--- src/rtl/spi_pkg.sv ---
// Shared types for the multi-lane SPI receiver: FSM state, latched SPI mode
// and the mode-to-sample-edge rule.
package spi_pkg;

    typedef enum logic {
        IDLE   = 1'b0,
        ACTIVE = 1'b1
    } spi_rx_state_t;

    typedef struct packed {
        logic cpol;
        logic cpha;
    } spi_mode_t;

    // Modes 0 and 3 sample on the rising SCLK edge, modes 1 and 2 on the falling edge.
    function automatic logic sample_on_rise(input spi_mode_t mode);
        return mode.cpol == mode.cpha;
    endfunction

endpackage

--- src/rtl/spi_lane_shift.sv ---
// One serial data lane: shift register plus a right-justified, length-masked
// parallel view. The view is taken from the next-state value so the word that
// completes on this shift is available in the same cycle.
module spi_lane_shift #(
    parameter  int DATA_WIDTH = 16,
    parameter  int LSB_FIRST  = 0,
    localparam int LW         = $clog2(DATA_WIDTH + 1)
) (
    input  logic                  clk,
    input  logic                  nrst,
    input  logic                  clr_i,
    input  logic                  en_i,
    input  logic                  bit_i,
    input  logic [LW-1:0]         len_i,
    output logic [DATA_WIDTH-1:0] word_o
);

    logic [DATA_WIDTH-1:0] shift_q;
    logic [DATA_WIDTH-1:0] shift_d;
    logic [DATA_WIDTH-1:0] rev;
    logic [LW-1:0]         shamt;

    // Next shift value: clear at frame start, otherwise shift the new bit in at bit 0.
    always_comb begin
        // NOTE: default assignment first so every path assigns shift_d and no latch is inferred.
        shift_d = shift_q;
        if (clr_i) begin
            shift_d = '0;
        end else if (en_i) begin
            shift_d = {shift_q[DATA_WIDTH-2:0], bit_i};
        end
    end

    // Shift register storage.
    always_ff @(posedge clk or negedge nrst) begin
        if (!nrst) begin
            shift_q <= '0;
        end else begin
            shift_q <= shift_d;
        end
    end

    // Justify the word: the first received bit sits at len-1, so MSB-first only
    // masks stale upper bits; LSB-first reverses the register and drops the
    // (DATA_WIDTH-len) bits that were never part of this word.
    always_comb begin
        rev   = {<<{shift_d}};
        shamt = LW'(DATA_WIDTH) - len_i;
        if (LSB_FIRST != 0) begin
            word_o = rev >> shamt;
        end else begin
            word_o = shift_d & ~({DATA_WIDTH{1'b1}} << len_i);
        end
    end

endmodule

--- src/rtl/spi_rx_multilane.sv ---
// Multi-lane SPI peripheral receiver. All SPI pins are oversampled in the clk
// domain; words are delivered on a valid/ready interface with overrun and
// abort reporting. Back-to-back words inside one CS_N assertion are supported.
module spi_rx_multilane
    import spi_pkg::*;
#(
    parameter  int DATA_WIDTH  = 16,
    parameter  int LANES       = 2,
    parameter  int SYNC_STAGES = 2,
    parameter  int LSB_FIRST   = 0,
    localparam int LW          = $clog2(DATA_WIDTH + 1)
) (
    input  logic                        clk,
    input  logic                        nrst,
    input  logic                        sclk,
    input  logic                        cs_n,
    input  logic [LANES-1:0]            data_in,
    input  logic                        cpol,
    input  logic                        cpha,
    input  logic [LW-1:0]               frame_len,
    output logic [DATA_WIDTH*LANES-1:0] data_out,
    output logic                        out_valid,
    input  logic                        out_ready,
    output logic                        overrun,
    output logic                        aborted,
    output logic                        busy
);

    localparam int             SW       = LANES + 2;
    localparam logic [SW-1:0]  SYNC_RST = {1'b1, 1'b0, {LANES{1'b0}}};

    logic [SYNC_STAGES-1:0][SW-1:0] sync_q;
    logic                           cs_s, sclk_s;
    logic [LANES-1:0]               data_s;

    spi_rx_state_t                  state_q;
    spi_mode_t                      mode_q;
    logic [LW-1:0]                  len_q, cnt_q, len_eff;
    logic                           sclk_prev_q, cs_prev_q;
    logic [DATA_WIDTH*LANES-1:0]    data_q, word_all;
    logic                           valid_q, overrun_q, aborted_q;
    logic                           sclk_rise, sclk_fall, cs_fall, cs_rise;
    logic                           start, shift_en, word_done;

    // Synchronise cs_n, sclk and the data lanes together so they keep their relative timing.
    always_ff @(posedge clk or negedge nrst) begin
        if (!nrst) begin
            // NOTE: the synchroniser resets to the idle bus (cs_n high) so no false cs_n fall is seen after reset.
            sync_q <= {SYNC_STAGES{SYNC_RST}};
        end else begin
            // NOTE: non-blocking assignment so every stage samples its predecessor's old value.
            sync_q <= {sync_q[SYNC_STAGES-2:0], {cs_n, sclk, data_in}};
        end
    end

    assign {cs_s, sclk_s, data_s} = sync_q[SYNC_STAGES-1];

    // Edge detection, sample-edge selection and word-completion decode.
    always_comb begin
        sclk_rise = sclk_s & ~sclk_prev_q;
        sclk_fall = ~sclk_s & sclk_prev_q;
        cs_fall   = ~cs_s & cs_prev_q;
        cs_rise   = cs_s & ~cs_prev_q;
        start     = (state_q == IDLE) && cs_fall;
        shift_en  = (state_q == ACTIVE) && !cs_rise &&
                    (sample_on_rise(mode_q) ? sclk_rise : sclk_fall);
        word_done = shift_en && ((cnt_q + LW'(1)) == len_q);
        len_eff   = ((frame_len == '0) || (frame_len > LW'(DATA_WIDTH))) ? LW'(DATA_WIDTH)
                                                                          : frame_len;
    end

    for (genvar g = 0; g < LANES; g++) begin : g_lane
        spi_lane_shift #(
            .DATA_WIDTH (DATA_WIDTH),
            .LSB_FIRST  (LSB_FIRST)
        ) u_lane (
            .clk    (clk),
            .nrst   (nrst),
            .clr_i  (start),
            .en_i   (shift_en),
            .bit_i  (data_s[g]),
            .len_i  (len_q),
            .word_o (word_all[DATA_WIDTH*g +: DATA_WIDTH])
        );
    end

    // Frame FSM, bit counter and output handshake with registered outputs.
    always_ff @(posedge clk or negedge nrst) begin
        if (!nrst) begin
            state_q     <= IDLE;
            mode_q      <= '0;
            len_q       <= '0;
            cnt_q       <= '0;
            sclk_prev_q <= 1'b0;
            cs_prev_q   <= 1'b1;
            data_q      <= '0;
            valid_q     <= 1'b0;
            overrun_q   <= 1'b0;
            aborted_q   <= 1'b0;
        end else begin
            sclk_prev_q <= sclk_s;
            cs_prev_q   <= cs_s;
            aborted_q   <= 1'b0;

            case (state_q)
                IDLE: begin
                    if (cs_fall) begin
                        state_q     <= ACTIVE;
                        mode_q.cpol <= cpol;
                        mode_q.cpha <= cpha;
                        len_q       <= len_eff;
                        cnt_q       <= '0;
                        overrun_q   <= 1'b0;
                    end
                end
                ACTIVE: begin
                    if (cs_rise) begin
                        state_q <= IDLE;
                        cnt_q   <= '0;
                        if (cnt_q != '0) begin
                            aborted_q <= 1'b1;
                        end
                    end else if (shift_en) begin
                        cnt_q <= word_done ? '0 : cnt_q + LW'(1);
                    end
                end
                default: state_q <= IDLE;
            endcase

            // A completed word is taken only if the output slot is free or being freed.
            if (word_done) begin
                if (!valid_q || out_ready) begin
                    data_q  <= word_all;
                    valid_q <= 1'b1;
                end else begin
                    overrun_q <= 1'b1;
                end
            end else if (valid_q && out_ready) begin
                valid_q <= 1'b0;
            end
        end
    end

    assign data_out  = data_q;
    assign out_valid = valid_q;
    assign overrun   = overrun_q;
    assign aborted   = aborted_q;
    assign busy      = ~cs_s;

endmodule

--- config.mk ---
export PLATFORM = sky130hd
export DESIGN_NAME = spi_rx_multilane
export DESIGN_NICKNAME = d
export VERILOG_FILES = /design/src/rtl/spi_pkg.sv /design/src/rtl/spi_lane_shift.sv /design/src/rtl/spi_rx_multilane.sv
export SDC_FILE = /design/constraint.sdc
export NUM_CORES = 1
export LEC_CHECK = 0
export CAP_MARGIN = 15
export CORE_ASPECT_RATIO = 1.75
export CORE_MARGIN = 4
export CORE_UTILIZATION = 50
export DETAILED_ROUTE_END_ITERATION = 7
export PLACE_DENSITY = 0.87
export SLEW_MARGIN = 20
export SYNTH_ARGS = -nofsm -noshare
export SYNTH_HDL_FRONTEND = slang
export SYNTH_SLANG_ARGS = --single-unit
--- constraint.sdc ---
create_clock -name clk -period 2.3 [get_ports clk]
set_clock_uncertainty 0.1 [all_clocks]
set_input_delay 0.46 -clock clk [delete_from_list [all_inputs] [get_ports clk]]
set_output_delay 0.46 -clock clk [all_outputs]
set_load 0.01 [all_outputs]
==> flow_summary.json, run 1 <==
{
  "critPathKind": "reg -> reg",
  "fin_util": 0.6459,
  "synth-async-reset-ratio": 1.000,
  "hpwl_mm": 6.595,
  "grt_pass1_vias": 3422,
  "timing.final.crit_share": 0.9562,
  "cts_inserted_buffers": 9,
  "start_util": 0.5187,
  "fmax_mhz": 454.7,
  "crit_chain": "xnor2_2 -> mux2_2 -> o21ai_0 -> a21oi_1 -> mux2_2",
  "rsz0062_at_grt": "yes",
  "gp_congestion": 0.8371,
  "dp.cells": 529,
  "cts.sinks": 90,
  "drv_cap": 0,
  "antenna_found_initial": 0,
  "die-area_mm2": 0.009896,
  "crit_slowest_cell": "mux2_2",
  "cts_tree": "yes",
  "areaGrowthSynthToFinish_pct": 24.53,
  "endpoint_kind": "register",
  "diodes": 0,
  "instances_no_fill": 549,
  "synth_seq_cells": 90,
  "final_nets": 471,
  "ir_drop_mv": 0.6244,
  "cts_buffer_depth": 2,
  "antenna_left": 0,
  "port_buffers": 49,
  "hold_slack_ps": -8.782,
  "slowest_delay_ps": 580,
  "htree_num_levels": 3,
  "ys_warn_count": 0,
  "setup_viol": 0,
  "fp.dieH_um": 128.6,
  "grt_pass1_wl_mm": 16.49,
  "start_kind": "register",
  "rows": 43,
  "io-pin-count": 50,
  "grt_remaining_overflow": 0,
  "via_per_inst": 6.226,
  "p_per_area_mw_per_mm2": 721.8,
  "clk_pin_slew_ps": 60,
  "synth_edf_count": 0,
  "firstDrtPassIters": 5,
  "final_cell_mix": "dfrtp_1, a21oi_1, clkdlybuf4s50_1",
  "path_max_fanout": 33,
  "syn-instance-count": 400,
  "synth_cell_types": 44,
  "setup_tns_ps": 0,
  "setup_ws_ps": 100.8,
  "grt_start_max_net_pins": 43,
  "wirelength_mm": 10.03,
  "drc_errors": 0,
  "drv_slew": 0,
  "drive_above_1_share": 0.1917,
  "maxSlewHeadroom": 0.6098,
  "cpMostUsedCell": "mux2_2",
  "arrival_ps": 2330,
  "avgSynthCellArea_um2": 10.39,
  "avgRoutedWirePerCell_um": 18.28,
  "violations": "hold timing",
  "dr.first_iter.drc_count": 423,
  "cts-root-buf": "clkbuf_16",
  "cp.required_ps": 2430,
  "status": "finished, violations left",
  "track_usage": 0.2122,
  "leakagePower_nw": 2.287,
  "vias": 3418,
  "yosysSeqAreaShare": 0.5426,
  "syn_nets": 417,
  "clk_latency_ps": 340,
  "fp.dieW_um": 76.93,
  "tightest_slew_ps": 582.1,
  "synth_flop_cell": "dfrtp_1",
  "min-delay-path-class": "in -> async",
  "mostFrequentLayoutCell": "dfrtp_1",
  "core_mm2": 0.008016,
  "fin_crit_ps": 2199,
  "r2r_setup_slack_ps": 100,
  "post-place-ws_ps": -4.103,
  "hold_violations": 11,
  "syn_area_mm2": 0.004158
}
==> sequential cells by signal, indices dropped and copies added, names as in the netlist, 2 cells and up <==
name and flops:
data_out 32, g_lane.u_lane.shift_q 32, cnt_q 5, len_q 5, sync_q 4, data_s 2, mode_q 2
==> metrics by stage <==
stage                     cell area [µm²]  power (mW)
after global routing                 5177       3.884
after floorplan                      4158       2.087
after global placement               4810       2.314
after detailed placement             4810       2.329
final                                5177       3.737
after CTS                            5167       3.722
==> cell families after synthesis <==
kind of cell	after synthesis	share of synthesized area
compound gates	128	0.1700
simple gates	103	0.1315
flops	90	0.5426
buf+inv	36	0.03942
mux	34	0.09479
xor+xnor	6	0.01264
fa+ha+maj	3	0.009029
==> routing by layer <==
layer / vias to the layer above / GRT usage / part of all wire
li1: 1548 / - / -
met1: 1706 / 0.2448 / 0.39
met2: 139 / 0.3731 / 0.53
met3: 25 / 0.03711 / 0.039
met4: 0 / 0.1153 / 0.036
met5: - / 0 / 0
==> critical path: cells and delay by family (launching register included) <==
| family | cells | cell delay, ps |
|---|---|---|
| mux | 2 | 860 |
| compound gates | 2 | 500 |
| flops | 1 | 410 |
| xor+xnor | 1 | 210 |
==> synth_stat cells, types with 3 or more instances <==
| cell type | count | area (µm²) |
|---|---|---|
| or3_1 | 3 | 18.77 |
| mux2_2 | 27 | 304.0 |
| nand3b_1 | 4 | 30.03 |
| inv_1 | 6 | 22.52 |
| dfrtp_1 | 87 | 2177 |
| buf_6 | 3 | 33.78 |
| nand2b_1 | 5 | 31.28 |
| buf_2 | 4 | 20.02 |
| mux2_1 | 6 | 67.56 |
| xnor2_1 | 5 | 43.79 |
| clkbuf_1 | 22 | 82.58 |
| o31ai_1 | 4 | 30.03 |
| a21oi_1 | 68 | 340.3 |
| nand3_1 | 39 | 195.2 |
| ha_1 | 3 | 37.54 |
| nor2_1 | 7 | 26.28 |
| and3_1 | 3 | 18.77 |
| dfstp_2 | 3 | 78.83 |
| o21ai_0 | 42 | 210.2 |
| nor3_1 | 3 | 15.01 |
| nand2_1 | 26 | 97.59 |
==> worst paths after layout <==
| check | from | to | depth (start not counted) |
|---|---|---|---|
| max in group asynchronous | nrst | cs_prev_q | 2 |
| max | mode_q[0] | data_out[16] | 5 |
| min reg2reg | sync_q[2] | sclk_s | 0 |
| max reg2reg | mode_q[0] | data_out[16] | 5 |
| min | nrst | sclk_s | 1 |
| min in group clk | sync_q[2] | sclk_s | 0 |
==> power breakdown <==
| group | leakage [nW] | internal [mW] | switching (mW) |
|---|---|---|---|
| Clock | 0.136 | 0.767 | 0.611 |
| Combinational | 0.935 | 0.243 | 0.400 |
| Sequential | 1.22 | 1.64 | 0.0708 |
| Total | 2.29 | 2.66 | 1.08 |
==> cell type report <==
cell class | count | area (µm²)
clock buffers | 11 | 242.7
clock inverters | 5 | 38.79
fillers | 574 | 2839
inverters | 6 | 22.52
multi-input cells | 274 | 1803
flip-flops and latches | 90 | 2257
well taps | 90 | 112.6
repair buffers | 73 | 700.7
==> what timing repair did <==
action                     CTS  global route
cloned                       1             0
gates resized for setup      5            10
hold buffers                 0             0
pin swaps                    2             4
setup endpoints to repair   32            32
setup buffers                4             1
Power figures use the tool's default switching activity.
==> run 2: changes to the inputs <==
--- a/config.mk
+++ b/config.mk
@@ -9,6 +9,7 @@
 export CORE_ASPECT_RATIO = 1.75
 export CORE_MARGIN = 4
 export CORE_UTILIZATION = 50
+export CTS_CLUSTER_SIZE = 25
 export DETAILED_ROUTE_END_ITERATION = 7
 export PLACE_DENSITY = 0.87
 export SLEW_MARGIN = 20
==> results of run 2 <==
Final layout, timing and power as in run 1 (identical DEF).
==> run 3: changes to the inputs <==
--- a/config.mk
+++ b/config.mk
@@ -8,11 +8,13 @@
 export CAP_MARGIN = 15
 export CORE_ASPECT_RATIO = 1.75
 export CORE_MARGIN = 4
-export CORE_UTILIZATION = 50
+export CORE_UTILIZATION = 51
 export CTS_CLUSTER_SIZE = 25
 export DETAILED_ROUTE_END_ITERATION = 7
 export PLACE_DENSITY = 0.87
+export SKIP_CTS_REPAIR_TIMING = 1
 export SLEW_MARGIN = 20
 export SYNTH_ARGS = -nofsm -noshare
 export SYNTH_HDL_FRONTEND = slang
+export SYNTH_HIERARCHICAL = 1
 export SYNTH_SLANG_ARGS = --single-unit
==> run 3 against run 2 <==
  * The flow finishes with violations (setup timing)
  * Clock-buffer cell count is 1 lower
  * Via count is 14% lower
  * Setup slack got worse by 120 ps
  * Synthesized cell count fell by 14%
  * Final area rose by 8.9%
  * Hold slack improved by 14 ps
  * Global-route usage fell by 2.0 points
  * Sequential share of layout area is 3.5 points lower
  * Critical path depth up 3
  * Sequential power up 2%
  * First-iteration DRC count shrank 48%
  * Combinational power is 35% higher
  * Critical endpoint is now data_out[30]
  * Highest routed layer unchanged
==> flow_summary.json, run 3 <==
{
  "tightest_slew_ps": 565.2,
  "cts.sinks": 90,
  "arrival_ps": 2450,
  "start_kind": "register",
  "fp.dieH_um": 130.5,
  "grt_remaining_overflow": 0,
  "hold_violations": 0,
  "path_max_fanout": 12,
  "htree_num_levels": 3,
  "dp.cells": 502,
  "synth_edf_count": 0,
  "endpoint_kind": "register",
  "syn_area_mm2": 0.004372,
  "maxSlewHeadroom": 0.6232,
  "antenna_found_initial": 0,
  "final_nets": 423,
  "cts_buffer_depth": 2,
  "drv_cap": 0,
  "fin_crit_ps": 2322,
  "mostFrequentLayoutCell": "dfrtp_1",
  "power.total_mw": 4.238,
  "via_per_inst": 5.601,
  "regArea_mm2": 0.002260,
  "drv_slew": 0,
  "diodes": 0,
  "cts_inserted_buffers": 9,
  "setup_tns_ps": -60.10,
  "p_per_area_mw_per_mm2": 751.5,
  "synthTopCellsByArea": "dfrtp_1, mux2_4, mux2i_1",
  "status": "finished, violations left",
  "gp_congestion": 0.8152,
  "track_usage": 0.1926,
  "nFillCells": 539,
  "final_cell_mix": "dfrtp_1, clkdlybuf4s50_1, nor2_1",
  "hold_slack_ps": 5.171,
  "areaGrowthSynthToFinish_pct": 28.99,
  "syn_nets": 361,
  "ys_warn_count": 6,
  "ir_drop_mv": 0.6095,
  "die-area_mm2": 0.01018,
  "avgRoutedWirePerCell_um": 18.95,
  "cts_tree": "yes",
  "rows": 44,
  "drive_above_1_share": 0.3382,
  "hpwl_mm": 6.219,
  "yosysTopAreaCell": "dfrtp_1",
  "critPathKind": "reg -> reg",
  "instances_no_fill": 526,
  "grt_start_max_net_pins": 53,
  "wirelength_mm": 9.966,
  "fmax_mhz": 430.6,
  "yosysMostFrequentCell": "dfrtp_1",
  "synth_cell_types": 41,
  "yosysSeqAreaShare": 0.5160,
  "fin_util": 0.6784,
  "firstDrtPassIters": 4,
  "synth_top_area_share": 0.4980,
  "grt_pass1_vias": 3136,
  "timing.final.crit_share": 1.010,
  "clk_pin_slew_ps": 60,
  "synthTopCellsByCount": "dfrtp_1, nor2_1, mux2i_1, mux2_4, nand2_1",
  "design_area_mm2": 0.005639,
  "vias": 2946,
  "dr.first_iter.drc_count": 221,
  "placed_area_mm2": 0.004979,
  "synth-async-reset-ratio": 1.000,
  "antenna_left": 0,
  "grt_pass1_wl_mm": 15.24,
  "multi_input_area_mm2": 0.002052,
  "post-place-ws_ps": -30.64,
  "avgSynthCellArea_um2": 12.71,
  "reg2reg_depth": 8,
  "setup_viol": 3,
  "min-delay-path-class": "in -> async",
  "synth_seq_cells": 90,
  "setup_ws_ps": -22.18,
  "syn-instance-count": 344,
  "violations": "setup timing",
  "drc_errors": 0,
  "io-pin-count": 50,
  "leakagePower_nw": 2.381,
  "fp.dieW_um": 77.99,
  "clk_latency_ps": 350,
  "start_util": 0.5259,
  "core_mm2": 0.008313,
  "port_buffers": 49,
  "cts-root-buf": "clkbuf_16",
  "synth_flop_cell": "dfrtp_1",
  "cp.required_ps": 2430
}
run 3: cell types whose count changed in the layout (fill, tap and decap cells not counted), sizes merged, moves of 7 or more:
cell,delta
a21oi,-64
mux2i,+32
nand3,-32
o21ai,-32
nor2,+31
nor3,+15
a211oi,+14
nand2,-7
run 3: where the power goes:
| group | internal (mW) | switching (mW) | leakage, nW | total, mW |
|---|---|---|---|---|
| registers | 1.67 | 0.0830 | 1.21 | 1.76 |
| logic | 0.389 | 0.477 | 1.01 | 0.866 |
| clock network | 0.983 | 0.632 | 0.155 | 1.62 |
| total | 3.05 | 1.19 | 2.38 | 4.24 |
run 3: area by class of cell:
| class | count | area share |
|---|---|---|
| sequential | 90 | 0.4007 |
| multi-input combinational | 221 | 0.3639 |
| timing repair buffer | 75 | 0.1453 |
| clock buffer | 10 | 0.04238 |
| tap | 115 | 0.02552 |
| clock inverter | 6 | 0.01575 |
| inverter | 9 | 0.006434 |
run 3: cell families after synthesis:
| kind of cell | Yosys count | share of synthesized area |
|---|---|---|
| XOR/XNOR | 9 | 0.02490 |
| adder cells (fa/ha/maj) | 4 | 0.01088 |
| AO/OA/AOI/OAI | 43 | 0.08128 |
| AND/OR/NAND/NOR | 100 | 0.1239 |
| buffers and inverters | 33 | 0.05924 |
| flip-flops | 90 | 0.5160 |
| multiplexers | 65 | 0.1837 |
run 3: metal layers:
metal  global-route usage  vias up  wire, µm
met5                    0        -         0
met4              0.09784        0       295
met3              0.03841       23       454
met2               0.3429       88      5417
met1               0.2188     1501      3799
li1                     -     1334         -
run 3: critical path, cell delays in order, from the launching register on:
cell and delay (ps):
dfrtp_1 410, xnor2_2 180, mux2i_2 300, nand3_2 180, inv_4 160, clkbuf_16 220
mux2i_1 310, nor3_2 80, mux2_4 260
run 3: worst paths after layout:
kind	end	slack [ps]	start
worst max register to register	data_out[30]	-20	mode_q[0]
worst max-delay path	data_out[30]	-20	mode_q[0]
worst min-delay path	data_out[30]	5	nrst
min in group clk	cs_s	260	sync_q[3]
worst min register to register	cs_s	260	sync_q[3]
max in group asynchronous	overrun	1490	nrst
